--- config.mk ---
export PLATFORM = sky130hd
export DESIGN_NAME = lfsr_stream_flat
export DESIGN_NICKNAME = d
export VERILOG_FILES = /design/src/rtl/lfsr_stream_if.sv /design/src/rtl/lfsr_stream.sv /design/src/flat_wrapper.sv
export SDC_FILE = /design/constraint.sdc
export NUM_CORES = 1
export LEC_CHECK = 0
export ABC_AREA = 1
export ABC_CLOCK_PERIOD_IN_PS = 3800
export CORE_MARGIN = 2
export CORE_UTILIZATION = 46
export CTS_CLUSTER_DIAMETER = 50
export DETAILED_ROUTE_END_ITERATION = 12
export GPL_TIMING_DRIVEN = 0
export PLACE_DENSITY = 0.84
export SETUP_SLACK_MARGIN = 0.15
export SKIP_CTS_REPAIR_TIMING = 1
export SYNTH_ARGS = -nofsm -noshare
export SYNTH_HDL_FRONTEND = slang
export SYNTH_SLANG_ARGS = --single-unit
--- constraint.sdc ---
create_clock -name clk -period 3.8 [get_ports clk]
set_input_delay 0.57 -clock clk [delete_from_list [all_inputs] [get_ports clk]]
set_output_delay 0.57 -clock clk [all_outputs]
set_load 0.01 [all_outputs]
--- src/rtl/lfsr_stream_if.sv ---
// Output word stream of lfsr_stream: valid/ready handshake plus data.
// The generator drives it through the master modport and the consumer through the slave modport.
interface lfsr_stream_if #(
    parameter int DW = 8
);
    logic          out_valid;
    logic          out_ready;
    logic [DW-1:0] out_data;

    modport master (output out_valid, output out_data, input out_ready);
    modport slave  (input out_valid, input out_data, output out_ready);
endinterface

--- src/rtl/lfsr_stream.sv ---
// WIDTH-bit Fibonacci/Galois LFSR that produces one OUT_WIDTH word every STEPS shifts.
// It also supports entropy injection, runtime seeding and recovery from the all-zero state.
module lfsr_stream #(
    parameter int               WIDTH      = 16,
    parameter logic [WIDTH-1:0] INIT_VALUE = 16'hACE1,
    parameter logic [WIDTH-1:0] TAPS       = 16'h002D,
    parameter int               MODE       = 0,
    parameter int               INVERSE    = 0,
    parameter int               STEPS      = 1,
    parameter int               OUT_WIDTH  = 8
) (
    input  logic             clk,
    input  logic             rst,
    input  logic             random,
    input  logic             seed_valid,
    input  logic [WIDTH-1:0] seed,
    lfsr_stream_if.master    out_if,
    output logic [WIDTH-1:0] state,
    output logic             lockup
);
    localparam int CW = (STEPS > 1) ? $clog2(STEPS) : 1;

    typedef enum logic {SHIFT, HOLD} fsm_t;

    fsm_t             fsm_q, fsm_d;
    logic [WIDTH-1:0] state_q, state_d;
    logic [CW-1:0]    cnt_q, cnt_d;
    logic             valid_q, valid_d;
    logic             lockup_q, lockup_d;
    // Cleared only by FPGA configuration, so the first edge loads reset values even without rst.
    logic             init_done_q = 1'b0;

    logic [WIDTH-1:0] shift_next;
    logic [WIDTH-1:0] shift_val;
    logic             locked;
    logic             xfer;
    logic             last_step;

    generate
        if (MODE == 1) begin : g_galois
            for (genvar gi = 0; gi < WIDTH; gi++) begin : g_bit
                if (gi == WIDTH - 1) begin : g_top
                    assign shift_next[gi] = random ^ (state_q[0] & TAPS[gi]);
                end else begin : g_mid
                    assign shift_next[gi] = state_q[gi+1] ^ (state_q[0] & TAPS[gi]);
                end
            end
        end else if (INVERSE != 0) begin : g_fib_lsb
            assign shift_next = {state_q[WIDTH-2:0], random ^ (^(state_q & TAPS))};
        end else begin : g_fib_msb
            assign shift_next = {random ^ (^(state_q & TAPS)), state_q[WIDTH-1:1]};
        end
    endgenerate

    assign locked    = (state_q == '0);
    assign shift_val = locked ? INIT_VALUE : shift_next;
    assign xfer      = valid_q && out_if.out_ready;
    assign last_step = (cnt_q == CW'(STEPS - 1));

    always_ff @(posedge clk) begin
        if (rst || !init_done_q) begin
            fsm_q    <= SHIFT;
            state_q  <= INIT_VALUE;
            cnt_q    <= '0;
            valid_q  <= 1'b0;
            lockup_q <= 1'b0;
        end else begin
            fsm_q    <= fsm_d;
            state_q  <= state_d;
            cnt_q    <= cnt_d;
            valid_q  <= valid_d;
            lockup_q <= lockup_d;
        end
        init_done_q <= 1'b1;
    end

    always_comb begin
        fsm_d = fsm_q;
        if (seed_valid) begin
            fsm_d = SHIFT;
        end else begin
            case (fsm_q)
                SHIFT:   if (last_step) fsm_d = HOLD;
                HOLD:    if (xfer && STEPS != 1) fsm_d = SHIFT;
                default: fsm_d = SHIFT;
            endcase
        end
    end

    always_comb begin
        state_d  = state_q;
        cnt_d    = cnt_q;
        valid_d  = valid_q;
        lockup_d = 1'b0;
        if (seed_valid) begin
            state_d  = (seed == '0) ? INIT_VALUE : seed;
            lockup_d = (seed == '0);
            cnt_d    = '0;
            valid_d  = 1'b0;
        end else if (fsm_q == SHIFT) begin
            state_d  = shift_val;
            lockup_d = locked;
            if (last_step) begin
                cnt_d   = '0;
                valid_d = 1'b1;
            end else begin
                cnt_d = cnt_q + CW'(1);
            end
        end else if (xfer) begin
            // The accepting edge already performs the first shift of the next word.
            state_d  = shift_val;
            lockup_d = locked;
            if (STEPS == 1) begin
                cnt_d   = '0;
                valid_d = 1'b1;
            end else begin
                cnt_d   = CW'(1);
                valid_d = 1'b0;
            end
        end
    end

    assign out_if.out_valid = valid_q;
    assign out_if.out_data  = state_q[OUT_WIDTH-1:0];
    assign state            = state_q;
    assign lockup           = lockup_q;
endmodule

--- src/flat_wrapper.sv ---
// flat-port wrapper written by rule: the top's interface ports become plain ports
module lfsr_stream_flat 
#(
    parameter int               WIDTH      = 16,
    parameter logic [WIDTH-1:0] INIT_VALUE = 16'hACE1,
    parameter logic [WIDTH-1:0] TAPS       = 16'h002D,
    parameter int               MODE       = 0,
    parameter int               INVERSE    = 0,
    parameter int               STEPS      = 1,
    parameter int               OUT_WIDTH  = 8
)
  (clk, rst, random, seed_valid, seed, state, lockup, out_if_out_valid, out_if_out_data, out_if_out_ready);
  lfsr_stream_if #(.DW(8)) out_if_i ();
  input  logic clk;
  input  logic rst;
  input  logic random;
  input  logic seed_valid;
  input  logic [WIDTH-1:0] seed;
  output logic [WIDTH-1:0] state;
  output logic lockup;
  output wire logic [$bits(out_if_i.out_valid)-1:0] out_if_out_valid;
  output wire logic [$bits(out_if_i.out_data)-1:0] out_if_out_data;
  input wire logic [$bits(out_if_i.out_ready)-1:0] out_if_out_ready;
  assign out_if_out_valid = out_if_i.out_valid;
  assign out_if_out_data = out_if_i.out_data;
  assign out_if_i.out_ready = out_if_out_ready;
  lfsr_stream #(.WIDTH(WIDTH), .INIT_VALUE(INIT_VALUE), .TAPS(TAPS), .MODE(MODE), .INVERSE(INVERSE), .STEPS(STEPS), .OUT_WIDTH(OUT_WIDTH)) u_core (.clk(clk), .rst(rst), .random(random), .seed_valid(seed_valid), .seed(seed), .out_if(out_if_i), .state(state), .lockup(lockup));
endmodule
# After elaboration in Yosys (flattened, before gate mapping)
# Index checks and enable logic that the tools add are counted.
# W data, S select, Z words.
# totals
word_cells	32
input_bits	21
ff_bits	20
out_inout_bits	26
# op_classes
n_bitwise	1
n_reduce_logical	6
addsub	1
n_eq_ne	3
muxes	16
# op_table
cell	count
$mux W16	5
$logic_not A16 Y1	2
$reduce_xor A16 Y1	1
$mux W1	11
$ne A3 B3 Y1 const B	1
$ne A2 B1 Y1 const B	1
$ne A2 B2 Y1 const B	1
$reduce_and A2 Y1	1
$reduce_or A2 Y1	1
$add A1 B1 Y1 const B	1
$logic_and A1 B1 Y1	1
$xor A1 B1 Y1	1

# Depth between registers and ports, before layout
# logic_depth
ltp_word	6
depth_mapped	10
mapped_depth_nobuf	10

# Worst setup path before layout
# No wires, ideal clock.
# synth_timing
path_type	register to register
startpoint	register u_core.state_q[2] (netlist: u_core.state[2])
endpoint	register u_core.state_q[15] (netlist: u_core.state[15])
n_path_buf	0
setup_time_ps	116
slack_ps	2487
t_arrival_ps	1197
synth_period_minus_slack_ps	1313
required_time_ps	3684
stages_incl_launch_ff	11
path_cell_list	dfxtp_1 inv_1 ha_1 nor2_1 inv_1 nand2_1 nand2_1 nand3_1 nand2_1 inv_1 nand2_1
# synth_via
elab_chain_cells	6
word_cells_on_any_way	7
cone_classes	mux: 4; bitwise: 1; reduce/logical: 2
# synth_lines
item	line	text
from (decl)	lfsr_stream.sv:26	logic [WIDTH-1:0] state_q, state_d;
from (signal assigned)	lfsr_stream.sv:69	state_q <= state_d;
$reduce_xor A16 Y1	lfsr_stream.sv:51	assign shift_next = {random ^ (^(state_q & TAPS)), state_q[WIDTH-1:1]};
$xor A1 B1 Y1	lfsr_stream.sv:51	
$mux W16 (*)	lfsr_stream.sv:56	assign shift_val = locked ? INIT_VALUE : shift_next;
$mux W16	lfsr_stream.sv:109	end else if (xfer) begin
$mux W16 (*)	lfsr_stream.sv:100	end else if (fsm_q == SHIFT) begin
$mux W16 (*)	lfsr_stream.sv:95	if (seed_valid) begin
# Mark *: on every way between the ends. The rest lies on a longest branch, timed or not. The select of a mux whose other input is x is not followed.
# A chain may end at the register's enable or synchronous reset.

# Worst setup path in the final report
# layout_timing
startpoint	register u_core.state_q[5] (netlist: u_core.state[5])
endpoint	output state[5]
# layout_rtl
item	line	text
to (decl)	flat_wrapper.sv:19	output logic [WIDTH-1:0] state;
# No word-level cell between the ends.

==> summary.txt <==
Setup path
  – Crit path capture type: primary output
  – Critical Path RT: 3.23 ns
  – CP Max Fanout: 7
  – Bufs and invs on worst path: 2
  – Startpoint Class: flop
  – Max incr delay on CP: 0.52 ns
  – CP top delay family: buffers and inverters
  – Critical path type: flop to primary output
  – Crit path max-delay cell type: clkdlybuf4s50_1
  – Crit-path cells: buf_4, clkdlybuf4s50_1
  – Worst EP arrival: 1.47 ns

Global route
  – Largest net degree at the start of global routing: 12
  – First-pass GRT wire length: 4.892 mm
  – Antenna violations before repair: 0
  – Vias in the first global route: 1153
  – GR Util All Layers: 23.07%
  – Remaining Overflow, GRT: 0

Floorplan
  – Initial Util: 48.37%
  – Die Span Y: 54.81 um
  – Die W: 54.81 um
  – Std cell rows: 18
  – IO Pins: 47
  – Die Area: 0.003004 mm^2
  – Core ar.: 0.002455 mm^2

Clock network
  – H-tree levels: 1
  – Clk pin slew, worst setup/hold paths: 0.11 ns
  – Root buffer cell: clkbuf_4
  – Clock buffer depth: 2
  – Worst skew pair latency: 0.31 ns
  – CTS tree: yes
  – Clk sinks: 19
  – CTS Buf Count: 3

Synth
  – Top cells by area, synth: dfxtp_1 (32%), nand2_1 (16%), nor2_1 (9.5%)
  – Sequential fraction of the synthesis area: 32.03%
  – Warnings from Yosys: 0
  – Count of cell types in the netlist: 25
  – Register bit total from synthesis: 19
  – Yosys top cell area share: 32.03%
  – Largest area contributor in the netlist: dfxtp_1
  – Mapped Nets: 199
  – Synth Cell Area: 0.001187 mm^2
  – Mapped Avg Cell Area: 6.708 um^2
  – Post-Synthesis Cells: 177

Drt
  – Drt wl/cell: 11.84 um
  – Detailed Routing Iterations Pass 1: 4
  – Iteration-0 DRC Markers: 27
  – Via/cell ratio: 4.980
  – Total Routed Length: 3.031 mm
  – DRT antenna net count: 0
  – Routed vias: 1275
  – Residual DRC count: 0

Finish
  – Non-Filler Instances: 256
  – Number of antenna diodes: 0
  – Final #Nets: 249
  – Fillers: 225
  – Fraction of layout cells with a size suffix above 1: 17.70%
  – P&R area growth vs syn: 43.41%

Timing
  – Final setup viols: 0
  – Final slew viol count: 0
  – Worst Max-Slew Pin Slew: 0.4860 ns
  – Fin. Hold Viols: 0
  – Period utilization: 53.62%
  – Fin Clk Skew: 0.002219 ns
  – WHS: 0.5375 ns
  – Slew HR: 67.60%
  – RSZ-0062 raised after global routing: no
  – Fin Setup TNS: 0 ns
  – Max Clk Rate: 490.8 MHz
  – Post-layout min period: 2.037 ns

Place
  – Placed insts: 252
  – Placer congestion estimate: 0.9748
  – IO Port Bufs: 45
  – DPL Wire Length: 2.368 mm

Power and ir drop
  – Maximum vdd ir drop: 0.2795 mV
  – Leakage: 0.0007392 uW
  – Total power: 495.8 uW
  – Power per Cell Area: 291.2 mW/mm^2

Hold path
  – Hold crit path type: flop to flop

Run status
  – Status: finished clean

Run
  – Max_cap viols: 0
-- report_power, final --
part / switching (uW) / internal (uW)
logic: 68.8 / 86.9
clock network: 68.2 / 39.4
registers: 18.6 / 214
-- per-layer routing --
metal,vias to the layer above,wire (um),GRT usage [%]
li1,644,-,-
met1,578,1288,26.91
met2,46,1492,39.88
met3,7,184,3.552
met4,0,65,12.50
met5,-,0,0
-- synth_stat cells --
master / count
a21oi_1: 15
a21oi_2: 1
a31oi_2: 6
buf_12: 1
buf_2: 3
buf_4: 8
clkbuf_1: 1
dfxtp_1: 19
ha_1: 1
inv_1: 14
inv_2: 2
inv_4: 1
nand2_1: 51
nand2_2: 10
nand2_4: 2
nand3_1: 3
nand3_2: 1
nand4_1: 1
nor2_1: 30
nor2_4: 1
o21a_1: 1
o21ai_0: 2
o21ai_1: 1
o21bai_1: 1
xnor2_1: 1
-- worst paths after layout --
check        cells past startpoint                          start                             to  slack [ns]
min                              2  u_core.state[10]$_SDFFE_PP1P_   u_core.state[9]$_SDFFE_PP0P_        0.54
max                              2   u_core.state[5]$_SDFFE_PP1P_                       state[5]        1.76
min reg2reg                      2  u_core.state[10]$_SDFFE_PP1P_   u_core.state[9]$_SDFFE_PP0P_        0.54
max reg2reg                     10   u_core.state[2]$_SDFFE_PP0P_  u_core.state[15]$_SDFFE_PP1P_        2.41
-- worst min-delay path, delay by kind of cell (launching register included) --
family          cells  cell delay, ns
flops               1            0.36
simple gates        1            0.08
compound gates      1            0.06
-- placed cells by master, fill, tap and decap left out --
cell | netlist | routed
nand3_2 | 1 | 1
clkinv_2 | 0 | 1
o21a_1 | 1 | 1
nor2_1 | 30 | 30
a31oi_2 | 6 | 6
a21oi_2 | 1 | 1
clkbuf_1 | 1 | 1
ha_1 | 1 | 1
clkbuf_4 | 0 | 3
o21ai_0 | 2 | 2
nand2_2 | 10 | 10
buf_2 | 3 | 3
a21oi_1 | 15 | 15
inv_1 | 14 | 14
o21ai_1 | 1 | 1
nor2_4 | 1 | 1
nand2_1 | 51 | 51
buf_12 | 1 | 1
buf_4 | 8 | 8
dfxtp_1 | 19 | 19
nand2_4 | 2 | 2
nand4_1 | 1 | 1
inv_2 | 2 | 2
clkdlybuf4s50_1 | 0 | 45
inv_4 | 1 | 1
xnor2_1 | 1 | 1
o21bai_1 | 1 | 1
nand3_1 | 3 | 3
-- cells by family (layout without fill, tap and decap cells) --
group / Yosys count / in the layout / synth area share (%)
xor+xnor: 1 / 1 / 0.7378
compound gates: 27 / 27 / 15.91
simple gates: 99 / 99 / 36.35
buf+inv: 30 / 79 / 13.91
flops: 19 / 19 / 32.03
fa+ha+maj: 1 / 1 / 1.054
-- sequential cells by signal, summed over array words and instances (netlist names) --
signal	flops
u_core.fsm_q	1
u_core.lockup	1
u_core.out_if.out_valid	1
u_core.state	16
-- cell type report --
class,instances,area (um^2),share of cell area (%)
plain buffers,13,98.84,5.805
clock buffers,3,22.52,1.323
clock inverters,1,5.005,0.2939
inverters,17,66.31,3.894
multi-input cells,128,641.9,37.69
flip-flops and latches,19,380.4,22.34
well taps,30,37.54,2.204
repair buffers,45,450.4,26.45
-- metrics by stage --
step	util [%]	cell area (um^2)	setup slack (ns)
CTS	69.37	1703	1.756
finish	69.37	1703	1.763
global placement	68.25	1675	1.943
detailed placement	68.25	1675	1.889
global route	69.37	1703	1.669
floorplan	-	1187	2.487
(Power assumes the default switching activity.)
